File: src/rtl/mod16_timer_arbiter.sv
// Round-robin arbiter sharing one mod-16 interval counter between NREQ requesters.
// The owner's counter runs 0..dur, then a one-cycle done pulse is sent back to it.
module mod16_timer_arbiter #(
    parameter int unsigned NREQ  = 4,
    parameter int unsigned WIDTH = 4
) (
    input  logic                  clk,
    input  logic                  rst,
    input  logic [NREQ-1:0]       req,
    input  logic [NREQ*WIDTH-1:0] dur,
    output logic [NREQ-1:0]       gnt,
    output logic [NREQ-1:0]       done,
    output logic                  busy,
    output logic [WIDTH-1:0]      cnt
);

    localparam int unsigned PW = (NREQ > 1) ? $clog2(NREQ) : 1;

    typedef enum logic [1:0] {
        IDLE = 2'd0,
        RUN  = 2'd1,
        DONE = 2'd2
    } state_t;

    state_t           state_q;
    logic [PW-1:0]    ptr_q;
    logic [PW-1:0]    owner_q;
    logic [WIDTH-1:0] dur_l_q;
    logic [WIDTH-1:0] cnt_q;
    logic [NREQ-1:0]  gnt_q;
    logic [NREQ-1:0]  done_q;
    logic             busy_q;

    logic             hi_found;
    logic             lo_found;
    logic [PW-1:0]    hi_idx;
    logic [PW-1:0]    lo_idx;
    logic [PW-1:0]    win_idx_d;
    logic [NREQ-1:0]  win_oh_d;
    logic [WIDTH-1:0] win_dur_d;
    logic [NREQ-1:0]  owner_oh_d;
    logic [PW-1:0]    ptr_d;

    // Rotating priority: lowest set bit at or above ptr wins, else lowest set bit overall.
    always_comb begin
        hi_found = 1'b0;
        lo_found = 1'b0;
        hi_idx   = '0;
        lo_idx   = '0;
        for (int unsigned i = 0; i < NREQ; i++) begin
            if (!hi_found && req[i] && (i >= 32'(ptr_q))) begin
                hi_found = 1'b1;
                hi_idx   = PW'(i);
            end
            if (!lo_found && req[i]) begin
                lo_found = 1'b1;
                lo_idx   = PW'(i);
            end
        end
        win_idx_d = hi_found ? hi_idx : lo_idx;
    end

    always_comb begin
        win_oh_d   = '0;
        win_dur_d  = '0;
        owner_oh_d = '0;
        for (int unsigned i = 0; i < NREQ; i++) begin
            if (PW'(i) == win_idx_d) begin
                win_oh_d[i] = 1'b1;
                win_dur_d   = dur[i*WIDTH +: WIDTH];
            end
            if (PW'(i) == owner_q) begin
                owner_oh_d[i] = 1'b1;
            end
        end
        ptr_d = (owner_q == PW'(NREQ - 1)) ? '0 : owner_q + 1'b1;
    end

    always_ff @(posedge clk) begin
        if (rst) begin
            state_q <= IDLE;
            ptr_q   <= '0;
            owner_q <= '0;
            dur_l_q <= '0;
            cnt_q   <= '0;
            gnt_q   <= '0;
            done_q  <= '0;
            busy_q  <= 1'b0;
        end else begin
            case (state_q)
                IDLE: begin
                    if (|req) begin
                        owner_q <= win_idx_d;
                        dur_l_q <= win_dur_d;
                        cnt_q   <= '0;
                        gnt_q   <= win_oh_d;
                        busy_q  <= 1'b1;
                        state_q <= RUN;
                    end
                end
                RUN: begin
                    if (cnt_q == dur_l_q) begin
                        done_q  <= owner_oh_d;
                        state_q <= DONE;
                    end else begin
                        cnt_q <= cnt_q + 1'b1;
                    end
                end
                DONE: begin
                    done_q  <= '0;
                    gnt_q   <= '0;
                    busy_q  <= 1'b0;
                    cnt_q   <= '0;
                    ptr_q   <= ptr_d;
                    state_q <= IDLE;
                end
                default: begin
                    state_q <= IDLE;
                    gnt_q   <= '0;
                    done_q  <= '0;
                    busy_q  <= 1'b0;
                    cnt_q   <= '0;
                end
            endcase
        end
    end

    assign gnt  = gnt_q;
    assign done = done_q;
    assign busy = busy_q;
    assign cnt  = cnt_q;

endmodule

File: config.mk
export PLATFORM = sky130hd
export DESIGN_NAME = mod16_timer_arbiter
export DESIGN_NICKNAME = d
export VERILOG_FILES = /design/src/rtl/mod16_timer_arbiter.sv
export SDC_FILE = /design/constraint.sdc
export NUM_CORES = 1
export LEC_CHECK = 0
export CAP_MARGIN = 15
export CORE_UTILIZATION = 47
export CTS_BUF_LIST = sky130_fd_sc_hd__clkbuf_16
export CTS_CLUSTER_SIZE = 8
export DETAILED_ROUTE_END_ITERATION = 10
export MAX_ROUTING_LAYER = met4
export PLACE_DENSITY = 0.83
export SKIP_LAST_GASP = 1
export SYNTH_ARGS = -nofsm -noshare
export SYNTH_HDL_FRONTEND = slang
export SYNTH_SLANG_ARGS = --single-unit
File: constraint.sdc
create_clock -name clk -period 2.7 [get_ports clk]
set_input_delay 0.405 -clock clk [delete_from_list [all_inputs] [get_ports clk]]
set_output_delay 0.405 -clock clk [all_outputs]
set_load 0.05 [all_outputs]
Word level (Yosys, flattened, before mapping)
Index checks and enable logic that the tools add are counted.

storage, ports and cells
  output and inout bits = 13
  logic and storage cells = 91
  register bits after elaboration = 23

cells by class
  $add $sub $neg = 2
  multiplexer cells = 39
  order comparisons = 3
  equality and inequality tests = 13
  reductions and logical operators = 24
  bitwise logic cells = 2

operator list
  kind                 number
  $mux 4               8
  $pmux 4 s2           3
  $mux 1               18
  $mux 2               8
  $reduce_and 2->1     5
  $logic_and 1x1->1    9
  $eq 2x2->1 const A   4
  $logic_not 1->1      6
  $logic_not 2->1      3
  $ne 2x2->1 const B   3
  $add 4x1->4 const B  1
  $eq 1x2->1 const A   2
  $eq 2x2->1 const B   2
  $eq 4x4->1           1
  $ge 1x2->1 const A   2
  $pmux 2 s2           1
  $reduce_or 4->1      1
  $add 2x1->2 const B  1
  $eq 2x1->1 const B   1
  $ge 2x2->1 const A   1
  $not 1->1            2
  $pmux 1 s2           1

Depth between registers and ports, before layout
Gate-level depths: netlist of run 1.

  depth after elaboration = 20
  mapped depth = 7
  depth with buffers taken out = 5

Worst setup path after synthesis of run 1
No wires, ideal clock.

  path type = in2reg
  start = input port req[0]
  end = register dur_l_q[1]
  buffers on the path = 2
  data required time = 2.583 ns
  cell stages on the path = 7
  setup time = 0.117 ns
  slack = 0.658 ns
  data arrival time = 1.925 ns
  cell sequence = and2b_4 > or4_4 > buf_6 > and2_4 > buf_6 > a221o_1 > a22o_1

between the ends
  word-level cells in the longest chain between the ends = 19
  elaborated cells between the ends (all ways) = 39
  classes of those cells = eq/ne: 3; mux: 18; reduce/logical: 18

RTL lines
  what                                     line  text
  start, declared                          9     input logic [NREQ-1:0] req,
  $logic_and 1x1->1                        51    if (!hi_found && req[i] && (i >= 32'(ptr_q))) begin
  $mux 1                                   51
  $logic_not 1->1                          51
  $logic_and 1x1->1 (2 in a row)           51
  $mux 1                                   51
  $logic_not 1->1                          51
  $logic_and 1x1->1 (2 in a row)           51
  $mux 1                                   51
  $logic_not 1->1                          51
  $logic_and 1x1->1                        51
  $mux 2 / $mux 1 (equally long branches)  51
  $mux 2                                   60    win_idx_d = hi_found ? hi_idx : lo_idx;
  $logic_not 2->1                          68    if (PW'(i) == win_idx_d) begin
  $mux 4 (4 in a row)                      68
  end signal, assigned                     94    dur_l_q <= win_dur_d;
  end, declared                            28    logic [WIDTH-1:0] dur_l_q;

Several ways; a longest one is shown, not always the timed one.
A chain may end at the register's enable or synchronous reset.

Worst setup path in the final report of run 1
Ends and elaborated chain as after synthesis.

==> summary.md, run 1 <==
| Metric | Value |
|---|---|
| Post-CTS setup buffer count | `0` |
| First-pass GRT wire length | `4.43 mm` |
| Final Hold Vio Count | `0` |
| Number of vias per cell | `5.61` |
| H-tree Lvls | `1` |
| Avg Synthesized Cell Area | `8.82 um^2` |
| Most common cell after layout, fill and taps aside | `clkdlybuf4s50_1` |
| Wirelength, routed | `2.85 mm` |
| CTS root buffer | `clkbuf_16` |
| Reg2reg path depth | `5` |
| Reg-to-reg slack, setup | `0.70 ns` |
| Highest-count cells in the layout ignoring fill and taps | `clkdlybuf4s50_1, dfxtp_1, nor2_1, nand2_1, mux2i_1` |
| Seq/Total Area, Yosys | `36.5%` |
| WL/cell | `13.8 um` |
| Crit path time final | `2.23 ns` |
| Core area | `2500 um^2` |
| CTS tree | `built` |
| Clock skew | `0.00188 ns` |
| Clock buffer count from CTS | `3` |
| Worst-Skew Late Latency | `0.25 ns` |
| Pwr Density | `636 nW/um^2` |
| Slew Limit Fails | `0` |
| WHS Path Cells | `2` |
| CTS clk-pin slew, worst paths | `0.06 ns` |
| Measured slew at the worst slew-check pin | `0.647 ns` |
| Share of cells above drive strength 1 | `7.34%` |
| Max Clock Freq | `0.448 GHz` |
| Antenna-violating nets left | `0` |
| Initial Util | `50.5%` |
| Rel. slew slack | `56.5%` |
| Placed instance area | `1620 um^2` |
| #FFs+latches synth | `23` |
| Multi-input logic area | `744 um^2` |
| Die area | `2890 um^2` |
| Critical Path End Type | `flip-flop` |
| Fin area | `1700 um^2` |
| Vias in the first global route | `1,015` |
| RSZ-0062 raised after global routing | `no` |
| DRC Markers | `0` |
| FF/Latch Area | `460 um^2` |
| Final period util | `82.7%` |
| Drt pass-1 iters | `4` |
| FF-to-FF End | `cnt[2]$_SDFFE_PP0P_` |
| Leakage | `0.699 nW` |
| DP Cell Count | `203` |
| Worst hold-check path type | `flip-flop to flip-flop` |
| Initial antenna violation count | `0` |
| RD Place Congestion | `0.969` |
| Startpoint types | `input pin` |
| Hold_buf cts | `0` |
| Tot GR Track Use | `22.1%` |
| Port Buf Inserts | `34` |
| Routed via count | `1,161` |
| Die Y | `53.8 um` |
| Longest Clk Path Bufs | `2` |
| 1st-iter DRT viols | `43` |
| Synth Instances | `143` |
| Clock sink count | `23` |
| Mapped Area | `1260 um^2` |
| CP Class | `input pin to flip-flop` |
| Final Setup Violations | `0` |
| FP Rows | `18` |
| Largest net degree at the start of global routing | `13` |
| Total of max-cap violations | `0` |
| Fill cell count | `207` |
| Total power | `1.08 mW` |
| GRT Residual Overflow | `0` |
| Crit-path max FO | `10` |
| Die X | `53.8 um` |
| Worst Path Arrival | `2.38 ns` |
| Hold_sp | `gnt[1]$_SDFFE_PP0P_` |
| Worst EP required | `2.85 ns` |
| Yosys synthesis warning count | `0` |
| Cts repair resizes | `0` |
| Post-DP HPWL | `2.28 mm` |
| Nets | `205` |
| Number of inserted diodes | `0` |
| Final TNS setup | `0 ns` |
| Net count after synthesis | `170` |
| Reg2reg start | `cnt[1]$_SDFFE_PP0P_` |
| Synth-to-Final Area Change | `34.4%` |
| Hold Path End | `gnt[1]$_SDFFE_PP0P_` |
| Status | `finished, final reports clean` |
| Non-Filler Instances | `207` |
| Post-synth cell types | `37` |
| Worst VDD drop | `0.000479 V` |
| Top-Level Pins | `35` |
-- through the flow --
step | util, % | hold WS [ns] | worst slack, ns
global route | 67.8 | 0.481 | 0.266
global placement | 64.7 | 0.445 | 0.273
CTS | 67.8 | 0.455 | 0.477
floorplan | - | 0.462 | 0.658
detailed placement | 64.7 | 0.443 | 0.208
finish | 67.8 | 0.450 | 0.467
-- synth_stat cells --
| cell | instances | area share, % |
|---|---|---|
| nor2_1 | 16 | 4.8 |
| a211oi_1 | 1 | 0.60 |
| mux2i_1 | 9 | 7.1 |
| nor3b_1 | 1 | 0.60 |
| nor3_1 | 2 | 0.79 |
| o211ai_1 | 1 | 0.60 |
| or4_4 | 1 | 0.89 |
| o21bai_1 | 2 | 1.2 |
| nand2_1 | 15 | 4.5 |
| a32o_1 | 2 | 1.6 |
| a221o_1 | 4 | 3.2 |
| nand3_1 | 5 | 2.0 |
| o31ai_1 | 2 | 1.2 |
| inv_1 | 5 | 1.5 |
| xor2_1 | 4 | 2.8 |
| or2_2 | 1 | 0.50 |
| ha_1 | 5 | 5.0 |
| and2b_4 | 1 | 0.79 |
| dfxtp_1 | 23 | 37 |
| o21ai_0 | 2 | 0.79 |
| clkbuf_1 | 4 | 1.2 |
| o221ai_1 | 4 | 2.8 |
| buf_6 | 2 | 1.8 |
| nor2_2 | 2 | 0.99 |
| or3_1 | 2 | 0.99 |
| a21o_1 | 1 | 0.60 |
| nand2b_1 | 2 | 0.99 |
| and2b_1 | 3 | 1.8 |
| nand4_1 | 1 | 0.50 |
| o21ba_2 | 1 | 0.79 |
| a21oi_1 | 4 | 1.6 |
| and2_4 | 1 | 0.69 |
| and2b_2 | 1 | 0.69 |
| nor2b_1 | 3 | 1.5 |
| nor4_1 | 3 | 1.5 |
| a211o_1 | 3 | 2.1 |
| a22o_1 | 4 | 2.8 |
-- power breakdown --
group | switching, mW | internal, mW
clock | 0.113 | 0.197
sequential | 0.0389 | 0.382
combinational | 0.195 | 0.153
-- cells by family (layout without fill, tap and decap cells) --
group / count (synthesis) / in the layout / synth area share, %
AOI/OAI and AO/OA: 31 / 31 / 19.7
xor gates and xnor gates: 4 / 4 / 2.78
muxes: 9 / 9 / 7.14
and+or+nand+nor: 60 / 60 / 24.4
adders and majority gates: 5 / 5 / 4.96
buffers and inverters: 11 / 45 / 4.46
DFF: 23 / 23 / 36.5
-- worst max path at each step --
stage | startpoint | to | slack (ns) | cells after the start
6_report | req[0] | dur_l_q[1]$_SDFFE_PP0P_ | 0.47 | 6
5_1_grt | req[1] | dur_l_q[2]$_SDFFE_PP0P_ | 0.27 | 7
4_1_cts | req[0] | dur_l_q[1]$_SDFFE_PP0P_ | 0.48 | 6
3_5_place_dp | req[0] | dur_l_q[1]$_SDFFE_PP0P_ | 0.21 | 6
3_3_place_gp | req[0] | dur_l_q[1]$_SDFFE_PP0P_ | 0.27 | 6
2_1_floorplan | req[0] | dur_l_q[1]$_SDFFE_PP0P_ | 0.66 | 7
-- critical path: stages --
cell and delay, ns:
clkdlybuf4s50_1 0.49, and2b_4 0.21, or4_4 0.51, and2_4 0.20, a221o_1 0.36, a22o_1 0.20
-- sequential cells by signal, indices dropped and copies added, names as in the netlist --
signal   flops
state_q      2
owner_q      2
ptr_q        2
busy         1
dur_l_q      4
gnt          4
cnt          4
done         4
-- final cells by class --
type / instances / area share (%)
Sequential cell: 23 / 27.2
Multi-Input combinational cell: 109 / 43.9
Clock inverter: 1 / 0.221
Timing Repair Buffer: 36 / 21.0
Inverter: 5 / 1.11
Clock buffer: 3 / 4.43
Tap cell: 30 / 2.21
-- routing by layer --
layer	share of wire, %	wire [um]	vias up	global-route usage, %
met3	6.2	178	6	4.24
li1	-	-	585	-
met5	0	0	-	-
met2	47	1330	46	35.4
met4	1.7	49	0	8.77
met1	45	1290	524	27.0
Note: power is estimated with default switching activity, not from simulation.
==> inputs of run 2 (changes only) <==
Settings changed: CORE_UTILIZATION 47 to 42, PLACE_DENSITY 0.83 to 0.78.
Clock period 2.7 ns to 2 ns, I/O delays scaled along.
==> run 2 against run 1 <==
Compared with the run above: the flow now finishes with violations (design-rule violations); register-to-register slack lost 0.64 ns; first-iteration DRC count rose by 19%; sequential cell count unchanged; die area rose by 11%; worst setup slack worse by 0.40 ns; via count grew 10%; final cell count increased by 12%; sequential share of layout area fell by 2.9 points; hold slack gained 0.0028 ns; sequential power increased by 37%; routed wire length increased by 18%; largest cell class unchanged.
==> summary.md, run 2 (synthesis gave the netlist of run 1 again) <==
| Metric | Value |
|---|---|
| Setup WS post-layout | `0.0627 ns (-0.404 ns)` |
| Largest net degree at the start of global routing | `14 (+1)` |
| Clock skew | `0.00549 ns (+0.00362 ns)` |
| H-tree Lvls | `1 (unchanged)` |
| Final period util | `96.9%` |
| First-pass GRT wire length | `5.27 mm (+19%)` |
| Wirelength, routed | `3.37 mm (+18%)` |
| Final Hold Vio Count | `0 (unchanged)` |
| Nets | `228 (+11%)` |
| Drt pass-1 iters | `7 (+3)` |
| Core area | `2810 um^2 (+12%)` |
| Rel. slew slack | `65.3% (+8.7 points)` |
| Worst VDD drop | `0.000371 V (-22%)` |
| Top-Level Pins | `35 (unchanged)` |
| Clock power share | `27.5% (-1.2 points)` |
| Startpoint types | `flip-flop` |
| Pwr Density | `826 nW/um^2 (+30%)` |
| Sequential fraction of design power | `36.6% (-2.4 points)` |
| Post-DP HPWL | `2.54 mm (+11%)` |
| Hold_buf cts | `0 (unchanged)` |
| Crit path time final | `1.94 ns` |
| Final Setup Violations | `0 (unchanged)` |
| Routed via count | `1,277 (+10%)` |
| Initial antenna violation count | `0 (unchanged)` |
| Switching Share | `32.6% (+0.40 points)` |
| FP Rows | `19 (+1)` |
| Die X | `56.8 um (+5.6%)` |
| Net switching power | `511 uW (+47%)` |
| Slew Limit Fails | `0 (unchanged)` |
| CTS root buffer | `clkbuf_16` |
| Gate power share | `35.9% (+3.6 points)` |
| Crit-path slowest cell | `or4_4` |
| Vias in the first global route | `1,241 (+22%)` |
| Worst hold-check path type | `flip-flop to flip-flop` |
| CP Class | `flip-flop to flip-flop` |
| Crit-path max FO | `7 (-3)` |
| Pre-CTS WS | `-0.318 ns (-0.526 ns)` |
| RD Place Congestion | `0.836 (-14%)` |
| Worst EP required | `2.15 ns (-0.70 ns)` |
| Measured slew at the worst slew-check pin | `0.519 ns (-0.128 ns)` |
| CP Cell Sequence | `and2b_4 -> or4_4 -> and2_4 -> a221o_1 -> a22o_1` |
| Die Y | `56.8 um (+5.6%)` |
| GRT Residual Overflow | `0 (unchanged)` |
| Number of inserted diodes | `0 (unchanged)` |
| RSZ-0062 raised after global routing | `no` |
| Leakage | `0.840 nW (+20%)` |
| CTS clk-pin slew, worst paths | `0.06 ns (about the same)` |
| Synth-to-Final Area Change | `50.5%` |
| Clock sink count | `23 (unchanged)` |
| Tot GR Track Use | `21.8% (-0.32 points)` |
| Clock buffer count from CTS | `3 (unchanged)` |
| Status | `finished with violations` |
| Most common cell after layout, fill and taps aside | `clkdlybuf4s50_1` |
| Port Buf Inserts | `34 (unchanged)` |
| DRC Markers | `2 (+2)` |
| Max Clock Freq | `0.516 GHz` |
| Violated checks | `design-rule violations` |
| Highest-count cells in the layout ignoring fill and taps | `clkdlybuf4s50_1, buf_4, dfxtp_1, nor2_1, nand2_1` |
| Power Internal | `1.06 mW (+45%)` |
| Slowest stage delay, CP | `0.48 ns (-0.03 ns)` |
| Share of cells above drive strength 1 | `19.5% (+12 points)` |
| CTS tree | `built` |
| Worst-Skew Late Latency | `0.26 ns (about the same)` |
| Antenna-violating nets left | `0 (unchanged)` |
| Die area | `3230 um^2 (+11%)` |
| Total of max-cap violations | `0 (unchanged)` |
| Fill cell count | `231 (+12%)` |
| Placed instance area | `1780 um^2 (+9.8%)` |
| 1st-iter DRT viols | `51 (+19%)` |
| Longest Clk Path Bufs | `2 (unchanged)` |
| Initial Util | `45.0% (-5.5 points)` |
| Number of vias per cell | `5.53 (-1.4%)` |
| Critical Path End Type | `flip-flop` |
| Worst Path Arrival | `2.08 ns (-0.30 ns)` |
| Fin area | `1900 um^2 (+12%)` |
| WL/cell | `14.6 um (+5.9%)` |
-- run 2: per-stage QoR --
step | power, mW | hold WS (ns) | TNS, ns | instances | utilization (%)
final | 1.57 | 0.453 | 0 | 231 | 67.7
after global routing | 1.65 | 0.495 | 0 | 231 | 67.7
after CTS | 1.56 | 0.454 | 0 | 229 | 66.3
after detailed placement | 1.12 | 0.441 | -2.49 | 225 | 63.3
after global placement | 1.10 | 0.435 | -2.14 | 225 | 63.3
after floorplan | 0.902 | 0.462 | 0 | 143 | -
-- run 2: critical path: cells and delay by family (launching register included) --
| kind | cells | cell delay (ns) |
|---|---|---|
| and+or+nand+nor | 3 | 0.87 |
| AOI/OAI and AO/OA | 2 | 0.58 |
| DFF | 1 | 0.37 |
-- run 2: timing repair --
action | 4_1_cts | 5_1_grt
gates resized for setup | 3 | 5
gates cloned | 0 | 0
pin swaps | 0 | 1
buffers inserted | 0 | 2
endpoints found under the setup margin | 6 | 4
-- run 2: power groups by stage --
stage	sequential (mW)	combinational, mW	clock, mW
global route	0.582	0.607	0.464
floorplan	0.634	0.268	0
finish	0.574	0.563	0.431
CTS	0.574	0.549	0.434
global placement	0.578	0.527	0
detailed placement	0.583	0.542	0
-- run 2: path summary, 6_finish.rpt --
| path | start | end | slack [ns] | depth (start not counted) |
|---|---|---|---|---|
| setup / recovery | ptr_q[0]$_SDFFE_PP0N_ | dur_l_q[1]$_SDFFE_PP0P_ | 0.06 | 5 |
| setup reg to reg | ptr_q[0]$_SDFFE_PP0N_ | dur_l_q[1]$_SDFFE_PP0P_ | 0.06 | 5 |
| hold / removal | gnt[1]$_SDFFE_PP0P_ | gnt[1]$_SDFFE_PP0P_ | 0.45 | 2 |
| hold reg to reg | gnt[1]$_SDFFE_PP0P_ | gnt[1]$_SDFFE_PP0P_ | 0.45 | 2 |
-- run 2: routing by layer --
| metal | vias up | GRT usage (%) | part of all wire, % |
|---|---|---|---|
| met5 | - | - | 0 |
| met4 | 0 | 12.9 | 3.8 |
| met3 | 11 | 2.76 | 4.2 |
| met2 | 54 | 40.3 | 52 |
| met1 | 581 | 21.6 | 40 |
| li1 | 631 | - | - |
-- run 2: cell type report --
class                           count  area, um^2  area share, %
Timing Repair Buffer               59         534           28.1
Tap cell                           31        38.8           2.04
Inverter                            5        18.8          0.989
Clock buffer                        3        75.1           3.96
Clock inverter                      1        5.00          0.264
Sequential cell                    23         460           24.3
Multi-Input combinational cell    109         766           40.3
==> inputs of run 3 (changes only) <==
Settings changed: CORE_MARGIN set to 4.
==> run 3 against run 2 <==
Compared with the run above: the run now ends clean; global-route usage down 2.7 points; via count down 0.23%; critical endpoint unchanged; sequential share of layout area up 0.37 points; clock skew down 0.0029 ns.
==> summary.md, run 3 (synthesis gave the netlist of run 1 again) <==
| Metric | Value |
|---|---|
| Worst EP required | `2.15 ns (about the same)` |
| Worst VDD drop | `0.000379 V (+2.1%)` |
| Core area | `2810 um^2 (unchanged)` |
| CTS clk-pin slew, worst paths | `0.06 ns (about the same)` |
| Routed via count | `1,274 (-0.23%)` |
| Hold_buf cts | `0 (unchanged)` |
| DRC Markers | `0 (-2)` |
| Setup WS post-layout | `0.0302 ns (-0.0324 ns)` |
| Antenna-violating nets left | `0 (unchanged)` |
| Crit path time final | `1.97 ns (+0.0324 ns)` |
| WL/cell | `15.3 um (+4.8%)` |
| Largest delay share family, worst path | `simple AND/OR/NAND/NOR gates` |
| Clock buffer count from CTS | `3 (unchanged)` |
| Status | `finished, final reports clean` |
| Final Setup Violations | `0 (unchanged)` |
| Die Y | `62.8 um (+11%)` |
| Vias in the first global route | `1,246 (+0.40%)` |
| Most common cell after layout, fill and taps aside | `clkdlybuf4s50_1` |
| Final period util | `98.5% (+1.6 points)` |
| GRT Residual Overflow | `0 (unchanged)` |
| Pwr Density | `831 nW/um^2 (+0.55%)` |
| Wirelength, routed | `3.49 mm (+3.4%)` |
| First-pass GRT wire length | `5.71 mm (+8.3%)` |
| Worst Path Arrival | `2.12 ns (+0.04 ns)` |
| Worst hold-check path type | `flip-flop to flip-flop` |
| Clock skew | `0.00259 ns (-0.00291 ns)` |
| Largest net degree at the start of global routing | `13 (-1)` |
| Crit-path max FO | `7 (unchanged)` |
| Final Hold Vio Count | `0 (unchanged)` |
| Critical Path End Type | `flip-flop` |
| Worst-Skew Late Latency | `0.26 ns (about the same)` |
| Max Clock Freq | `0.508 GHz (-1.6%)` |
| Die area | `3940 um^2 (+22%)` |
| Synth-to-Final Area Change | `48.2%` |
| RSZ-0062 raised after global routing | `no` |
| Clock sink count | `23 (unchanged)` |
| Pre-CTS WS | `-0.442 ns (-0.124 ns)` |
| Share of cells above drive strength 1 | `18.3% (-1.2 points)` |
| Number of inserted diodes | `0 (unchanged)` |
| Post-DP HPWL | `2.80 mm (+10%)` |
| 1st-iter DRT viols | `46 (-9.8%)` |
| Rel. slew slack | `64.6% (-0.68 points)` |
| Initial antenna violation count | `0 (unchanged)` |
| CP Cell Sequence | `clkdlybuf4s50_1 -> nor2b_2 -> or4_4 -> and2_4 -> a221o_1 -> a22o_1` |
| FP Rows | `19 (unchanged)` |
| H-tree Lvls | `1 (unchanged)` |
| Nets | `225 (-1.3%)` |
| Hold_ws | `0.459 ns (+0.00633 ns)` |
| Tot GR Track Use | `19.1% (-2.7 points)` |
| CTS tree | `built` |
| Highest-count cells in the layout ignoring fill and taps | `clkdlybuf4s50_1, dfxtp_1, buf_4, nor2_1, nand2_1` |
| Die X | `62.8 um (+11%)` |
| Slowest stage delay, CP | `0.47 ns (about the same)` |
| CTS root buffer | `clkbuf_16` |
| Total power | `1.55 mW (-0.98%)` |
| RD Place Congestion | `0.812 (-2.8%)` |
| Drt pass-1 iters | `4 (-3)` |
| Buf/Inv on CP | `1 (+1)` |
| Crit-path slowest cell | `clkdlybuf4s50_1` |
| Total of max-cap violations | `0 (unchanged)` |
| Startpoint types | `input pin` |
| CP Class | `input pin to flip-flop` |
| Measured slew at the worst slew-check pin | `0.530 ns (+0.0101 ns)` |
| Number of vias per cell | `5.59 (+1.1%)` |
| Slew Limit Fails | `0 (unchanged)` |
| Initial Util | `45.0% (unchanged)` |
| Longest Clk Path Bufs | `2 (unchanged)` |
| Top-Level Pins | `35 (unchanged)` |
| Reg-to-reg slack, setup | `0.12 ns (+0.06 ns)` |
| Port Buf Inserts | `34 (unchanged)` |
| Leakage | `0.800 nW (-4.7%)` |
run 3: layout make-up:
type,instances,area (um^2)
fillers,248,936
multi-input cells,109,768
well taps,31,38.8
clock buffers,3,75.1
clock inverters,1,3.75
inverters,5,18.8
repair buffers,56,504
flip-flops and latches,23,460
run 3: path summary, 6_finish.rpt:
| kind | startpoint | to | cells past startpoint |
|---|---|---|---|
| min | done[3]$_SDFFE_PP0P_ | done[3]$_SDFFE_PP0P_ | 2 |
| max | req[2] | dur_l_q[1]$_SDFFE_PP0P_ | 6 |
| min reg2reg | done[3]$_SDFFE_PP0P_ | done[3]$_SDFFE_PP0P_ | 2 |
| max reg2reg | ptr_q[0]$_SDFFE_PP0N_ | dur_l_q[1]$_SDFFE_PP0P_ | 5 |
run 3: per-stage QoR:
step	area, um^2	util (%)	std cells	setup TNS [ns]
after detailed placement	1770	63.0	224	-4.39
after global routing	1870	66.6	228	0
after global placement	1770	63.0	224	-2.52
after floorplan	1260	-	143	0
after CTS	1860	66.3	228	0
final	1870	66.6	228	0
run 3: power by group:
part	internal (mW)	switching (mW)
Combinational	0.267	0.287
Sequential	0.515	0.0584
Clock	0.267	0.159
Total	1.05	0.504
run 3: layer usage:
layer / up-vias / routed length, um / global-route usage (%)
met5: - / 0 / -
li1: 624 / - / -
met4: 0 / 71 / 9.37
met3: 9 / 173 / 3.78
met2: 54 / 1780 / 34.2
met1: 587 / 1460 / 19.7
run 3: what timing repair did:
| item | 4_1_cts | 5_1_grt |
|---|---|---|
| endpoints found under the setup margin | 13 | 2 |
| buffers inserted | 0 | 0 |
| gates resized for setup | 4 | 2 |
run 3: worst reg2reg max path, stage by stage (launching register included):
cell     delay [ns]
dfxtp_1        0.36
and2b_4        0.21
or4_4          0.48
and2_4         0.18
a221o_1        0.34
a22o_1         0.20
